[src/rtl/shift_arbiter.sv]
// shift_arbiter: shares one multicycle SHIFT unit between two issue slots.
// Round-robin grant, operand latch, start/done handshake with the SHIFT unit,
// per-requester valid/ready response, flush handling and a done-timeout.
module shift_arbiter #(
    parameter int DW      = 32,
    parameter int TAG_W   = 4,
    parameter int TIMEOUT = 64
) (
    input  logic             clk_i,
    input  logic             rst_ni,

    input  logic             req0_valid_i,
    output logic             req0_ready_o,
    input  logic [DW-1:0]    req0_op1_i,
    input  logic [DW-1:0]    req0_op2_i,
    input  logic [DW-1:0]    req0_imm_i,
    input  logic [1:0]       req0_use_part_i,
    input  logic [1:0]       req0_mode1_i,
    input  logic [2:0]       req0_mode2_i,
    input  logic [TAG_W-1:0] req0_tag_i,

    input  logic             req1_valid_i,
    output logic             req1_ready_o,
    input  logic [DW-1:0]    req1_op1_i,
    input  logic [DW-1:0]    req1_op2_i,
    input  logic [DW-1:0]    req1_imm_i,
    input  logic [1:0]       req1_use_part_i,
    input  logic [1:0]       req1_mode1_i,
    input  logic [2:0]       req1_mode2_i,
    input  logic [TAG_W-1:0] req1_tag_i,

    output logic             rsp0_valid_o,
    input  logic             rsp0_ready_i,
    output logic             rsp1_valid_o,
    input  logic             rsp1_ready_i,
    output logic [DW-1:0]    rsp_data_o,
    output logic [TAG_W-1:0] rsp_tag_o,
    output logic             rsp_err_o,

    output logic             sh_start_o,
    output logic [DW-1:0]    sh_op1_o,
    output logic [DW-1:0]    sh_op2_o,
    output logic [DW-1:0]    sh_imm_o,
    output logic [1:0]       sh_use_part_o,
    output logic [1:0]       sh_mode1_o,
    output logic [2:0]       sh_mode2_o,
    input  logic             sh_done_i,
    input  logic [DW-1:0]    sh_res_i,

    input  logic             flush_i,
    output logic             busy_o,
    output logic             timeout_err_o
);

    localparam int CW = $clog2(TIMEOUT + 1);

    typedef enum logic [2:0] {
        IDLE,
        ISSUE,
        WAIT,
        RESP,
        DRAIN
    } state_e;

    state_e           state_q;
    logic             rr_q;
    logic             owner_q;
    logic [DW-1:0]    op1_q;
    logic [DW-1:0]    op2_q;
    logic [DW-1:0]    imm_q;
    logic [1:0]       usePart_q;
    logic [1:0]       mode1_q;
    logic [2:0]       mode2_q;
    logic [TAG_W-1:0] tag_q;
    logic [CW-1:0]    cnt_q;
    logic [DW-1:0]    rspData_q;
    logic             rspErr_q;
    logic             rsp0Valid_q;
    logic             rsp1Valid_q;
    logic             timeoutErr_q;

    logic             grant0;
    logic             grant1;
    logic [CW-1:0]    cnt_d;
    logic             cntExpired;

    assign cnt_d      = cnt_q + CW'(1);
    assign cntExpired = (cnt_q >= CW'(TIMEOUT - 1));

    // Round-robin grant, offered only while idle, out of reset and not flushing
    always_comb begin
        grant0 = 1'b0;
        grant1 = 1'b0;
        if ((state_q == IDLE) && rst_ni && !flush_i) begin
            if (req0_valid_i && req1_valid_i) begin
                grant0 = ~rr_q;
                grant1 = rr_q;
            end else begin
                grant0 = req0_valid_i;
                grant1 = req1_valid_i;
            end
        end
    end

    assign req0_ready_o  = grant0;
    assign req1_ready_o  = grant1;
    assign sh_start_o    = (state_q == ISSUE) && !flush_i;
    assign busy_o        = (state_q != IDLE);
    assign rsp0_valid_o  = rsp0Valid_q;
    assign rsp1_valid_o  = rsp1Valid_q;
    assign rsp_data_o    = rspData_q;
    assign rsp_tag_o     = tag_q;
    assign rsp_err_o     = rspErr_q;
    assign timeout_err_o = timeoutErr_q;
    assign sh_op1_o      = op1_q;
    assign sh_op2_o      = op2_q;
    assign sh_imm_o      = imm_q;
    assign sh_use_part_o = usePart_q;
    assign sh_mode1_o    = mode1_q;
    assign sh_mode2_o    = mode2_q;

    // Control FSM: accept, issue, wait for done or timeout, respond, drain after flush
    always_ff @(posedge clk_i or negedge rst_ni) begin
        if (!rst_ni) begin
            state_q      <= IDLE;
            rr_q         <= 1'b0;
            owner_q      <= 1'b0;
            op1_q        <= '0;
            op2_q        <= '0;
            imm_q        <= '0;
            usePart_q    <= '0;
            mode1_q      <= '0;
            mode2_q      <= '0;
            tag_q        <= '0;
            cnt_q        <= '0;
            rspData_q    <= '0;
            rspErr_q     <= 1'b0;
            rsp0Valid_q  <= 1'b0;
            rsp1Valid_q  <= 1'b0;
            timeoutErr_q <= 1'b0;
        end else begin
            unique case (state_q)
                IDLE: begin
                    if (grant0) begin
                        op1_q     <= req0_op1_i;
                        op2_q     <= req0_op2_i;
                        imm_q     <= req0_imm_i;
                        usePart_q <= req0_use_part_i;
                        mode1_q   <= req0_mode1_i;
                        mode2_q   <= req0_mode2_i;
                        tag_q     <= req0_tag_i;
                        owner_q   <= 1'b0;
                        state_q   <= ISSUE;
                    end else if (grant1) begin
                        op1_q     <= req1_op1_i;
                        op2_q     <= req1_op2_i;
                        imm_q     <= req1_imm_i;
                        usePart_q <= req1_use_part_i;
                        mode1_q   <= req1_mode1_i;
                        mode2_q   <= req1_mode2_i;
                        tag_q     <= req1_tag_i;
                        owner_q   <= 1'b1;
                        state_q   <= ISSUE;
                    end
                end
                ISSUE: begin
                    cnt_q   <= '0;
                    state_q <= flush_i ? IDLE : WAIT;
                end
                WAIT: begin
                    if (flush_i) begin
                        cnt_q   <= cnt_d;
                        state_q <= sh_done_i ? IDLE : DRAIN;
                    end else if (sh_done_i) begin
                        rspData_q   <= sh_res_i;
                        rspErr_q    <= 1'b0;
                        rsp0Valid_q <= ~owner_q;
                        rsp1Valid_q <= owner_q;
                        state_q     <= RESP;
                    end else if (cntExpired) begin
                        rspData_q    <= '0;
                        rspErr_q     <= 1'b1;
                        timeoutErr_q <= 1'b1;
                        rsp0Valid_q  <= ~owner_q;
                        rsp1Valid_q  <= owner_q;
                        state_q      <= RESP;
                    end else begin
                        cnt_q <= cnt_d;
                    end
                end
                RESP: begin
                    if (flush_i) begin
                        rsp0Valid_q <= 1'b0;
                        rsp1Valid_q <= 1'b0;
                        state_q     <= IDLE;
                    end else if (owner_q ? rsp1_ready_i : rsp0_ready_i) begin
                        rsp0Valid_q <= 1'b0;
                        rsp1Valid_q <= 1'b0;
                        rr_q        <= ~owner_q;
                        state_q     <= IDLE;
                    end
                end
                DRAIN: begin
                    if (sh_done_i) begin
                        state_q <= IDLE;
                    end else if (cntExpired) begin
                        timeoutErr_q <= 1'b1;
                        state_q      <= IDLE;
                    end else begin
                        cnt_q <= cnt_d;
                    end
                end
                default: state_q <= IDLE;
            endcase
        end
    end

endmodule
[config.mk]
export PLATFORM = sky130hd
export DESIGN_NAME = shift_arbiter
export DESIGN_NICKNAME = d
export VERILOG_FILES = /design/src/rtl/shift_arbiter.sv
export SDC_FILE = /design/constraint.sdc
export NUM_CORES = 1
export LEC_CHECK = 0
export ABC_AREA = 1
export CAP_MARGIN = 40
export CORE_AREA = 2 2 155 157
export CTS_CLUSTER_DIAMETER = 100
export DETAILED_ROUTE_END_ITERATION = 7
export DIE_AREA = 0 0 157 159
export GPL_TIMING_DRIVEN = 1
export PLACE_DENSITY = 0.68
export SYNTH_ARGS = -nofsm -noshare
export SYNTH_HDL_FRONTEND = slang
export SYNTH_SLANG_ARGS = --single-unit
[constraint.sdc]
create_clock -name clk_i -period 2.2 [get_ports clk_i]
set_input_delay 0.33 -clock clk_i [delete_from_list [all_inputs] [get_ports clk_i]]
set_output_delay 0.33 -clock clk_i [all_outputs]
set_load 0.005 [all_outputs]
==> run metrics <==
Die W=157 microns; status=finished, final reports clean; commonest non-fill, non-tap cell in the layout=clkdlybuf4s50_1; IO Port Bufs=400; footprint of the multi-input gates=2810 sq um; Num CTS Buffers=17; Die Ht=159 microns; commonest cells after routing, fill and taps aside=398 x clkdlybuf4s50_1, 255 x nand2_1, 155 x dfrtp_1, 118 x o21ai_0, 117 x nor2_1; CTS tree=done; post-route ant nets=0; Post-Syn Area=7080 sq um; DIE AREA=25000 sq um; Final period util=95.3%; reg-to-reg critical path startpoint=state_q[0]; DRC viols=0; DR iter-0 viols=437; register area share after synthesis=54.8%; Final setup viols=0; Post-synth EDFFs=0; #FFs+latches synth=155; Hold-fix buffers, CTS=0; clock latency on the worst-skew pair=0.42 ns; placed cell area=11400 sq um; grt ovf=0; Final min period=2.10 ns; design area=12100 sq um; I/O Pins=401; Lkg Pwr=0.00533 uW; WS Path Type=reg2out; CTS sink count=155; Post-Route WL=26.0 mm; vias per cell=4.64; Layout area overhead=70.5%; Synth area leaders=dfrtp_1 55%, nand2_1 14%, o21ai_0 8.3%; final core occ=52.0%; Mapped Cells=870; Critical Path RT=1.87 ns; core region area=23200 sq um; Post-Syn Area per Cell=8.14 sq um; Netlist cell types=28; antenna cells=0; Max Cap Violations=0; fin cells=1592; DPL Wire Length=18.7 mm; RSZ-0062 raised after global routing=no; vias in the first global route=7333; Sum Neg Setup Slack=0 ns; Final Hold Viols=0; VDD IR max=426 uV; Initial Util=30.5%; Max clock buf depth=2; post-synth net total=1125; ys flop type=dfrtp_1; YS warnings=0; Max Transition Viols Final=0; initial antenna violation count=0; Highest Clock Rate=0.477 GHz; Reg clk slew, reported paths=0.07 ns; Worst Hold Class=in2async; Yosys top cell by area=dfrtp_1; power density over the cells=1130 nW/um^2; Site Rows=56; share of layout cells above drive strength 1=5.42%; Clock Skew=0.00969 ns; WP data arrival=1.77 ns; Reg area=3880 sq um; worst setup path start=state_q[0]; asr flop ratio synth=100%; Startpoint Class=register; final net count=1515; htree depth=4; fillers=2203; CTS root buf=clkbuf_16; relative max-transition margin=43.6%; first-pass GRT wire length=39.5 mm; Synth top area share=54.8%; Critical Path End Type=output port; worst-margin pin slew=0.847 ns; Inst Count DP=1555; vias=7388; largest net degree at the start of global routing=156; first-pass iteration count of the detailed router=6; Final GP Congestion=0.831; gr usage total=20.3%; Wirelength per Cell=16.3 microns; Max FO, Critical Path=3
cell type report:
type | instances | area share [%]
clock buffers | 18 | 3.64
clock inverters | 14 | 1.26
inverters | 28 | 0.891
multi-input cells | 636 | 23.3
flip-flops and latches | 155 | 32.1
well taps | 319 | 3.31
repair buffers | 422 | 35.5
cells in the mapped netlist (6+ instances only):
library cell,count
nand2_1,255
dfrtp_1,155
o21ai_0,118
nor2_1,117
o21ai_1,104
buf_2,32
inv_1,22
nand3_1,16
buf_4,7
clkbuf_1,7
inv_2,6
nand4_1,6
flip-flops by register name, summed over array words and instances (netlist names):
signal and cells:
sh_imm_o 32, cnt_q 7, owner_q 1, rsp_tag_o 4
rsp_err_o 1, state_q 3, rsp1_valid_o 1, sh_op2_o 32
rr_q 1, rsp0_valid_o 1, sh_mode1_o 2, timeout_err_o 1
sh_use_part_o 2, rsp_data_o 32, sh_op1_o 32, sh_mode2_o 3
cells by family after synthesis:
logic type	synth area share [%]
adders and majority gates	0.177
and+or+nand+nor	22.9
DFF	54.8
AOI/OAI and AO/OA	16.5
buffers and inverters	5.66
power breakdown:
group          total [uW]  switching [uW]  internal, uW
logic                5740            2370          3370
registers            4880             734          4140
clock network        3000            1360          1640
total               13600            4460          9150
final timing paths:
kind                                        to  slack, ns  depth (start not counted)
worst min register to register  rsp_data_o[19]       0.47                          2
min in group clk_i              rsp_data_o[30]       0.45                          3
worst max register to register   sh_mode2_o[0]       0.22                         11
worst min-delay path                  cnt_q[0]       0.09                          2
max in group asynchronous          sh_op1_o[9]       1.50                          2
worst max-delay path              req0_ready_o       0.10                          6
critical path, stage by stage (launching register included):
cell and delay [ns]:
dfrtp_1 0.40, inv_2 0.10, nand2_4 0.08, nor2_8 0.13, nand4_4 0.09, clkinv_2 0.07
clkdlybuf4s50_1 0.49
per-stage QoR:
| step | total power, uW | worst slack, ns | hold WS, ns |
|---|---|---|---|
| 2_1_floorplan | 6820 | 0.603 | 0.0344 |
| 3_3_place_gp | 10500 | 0.109 | 0.452 |
| 3_5_place_dp | 10600 | 0.0957 | 0.458 |
| 4_1_cts | 13700 | 0.0182 | 0.127 |
| 5_1_grt | 14500 | 0.0238 | 0.127 |
| 6_report | 13600 | 0.103 | 0.0893 |
routing by layer:
| layer | GRT usage, % | part of all wire [%] | vias to the layer above |
|---|---|---|---|
| li1 | - | - | 3607 |
| met1 | 23.3 | 40 | 3433 |
| met2 | 34.9 | 48 | 308 |
| met3 | 7.19 | 9.1 | 40 |
| met4 | 7.05 | 2.9 | 0 |
| met5 | 0 | 0 | - |
what timing repair did:
item	in CTS	in global routing
setup endpoints to repair	2	1
setup buffers	3	2
resized for setup	2	1
pin swaps	1	0
(Power assumes the default switching activity.)
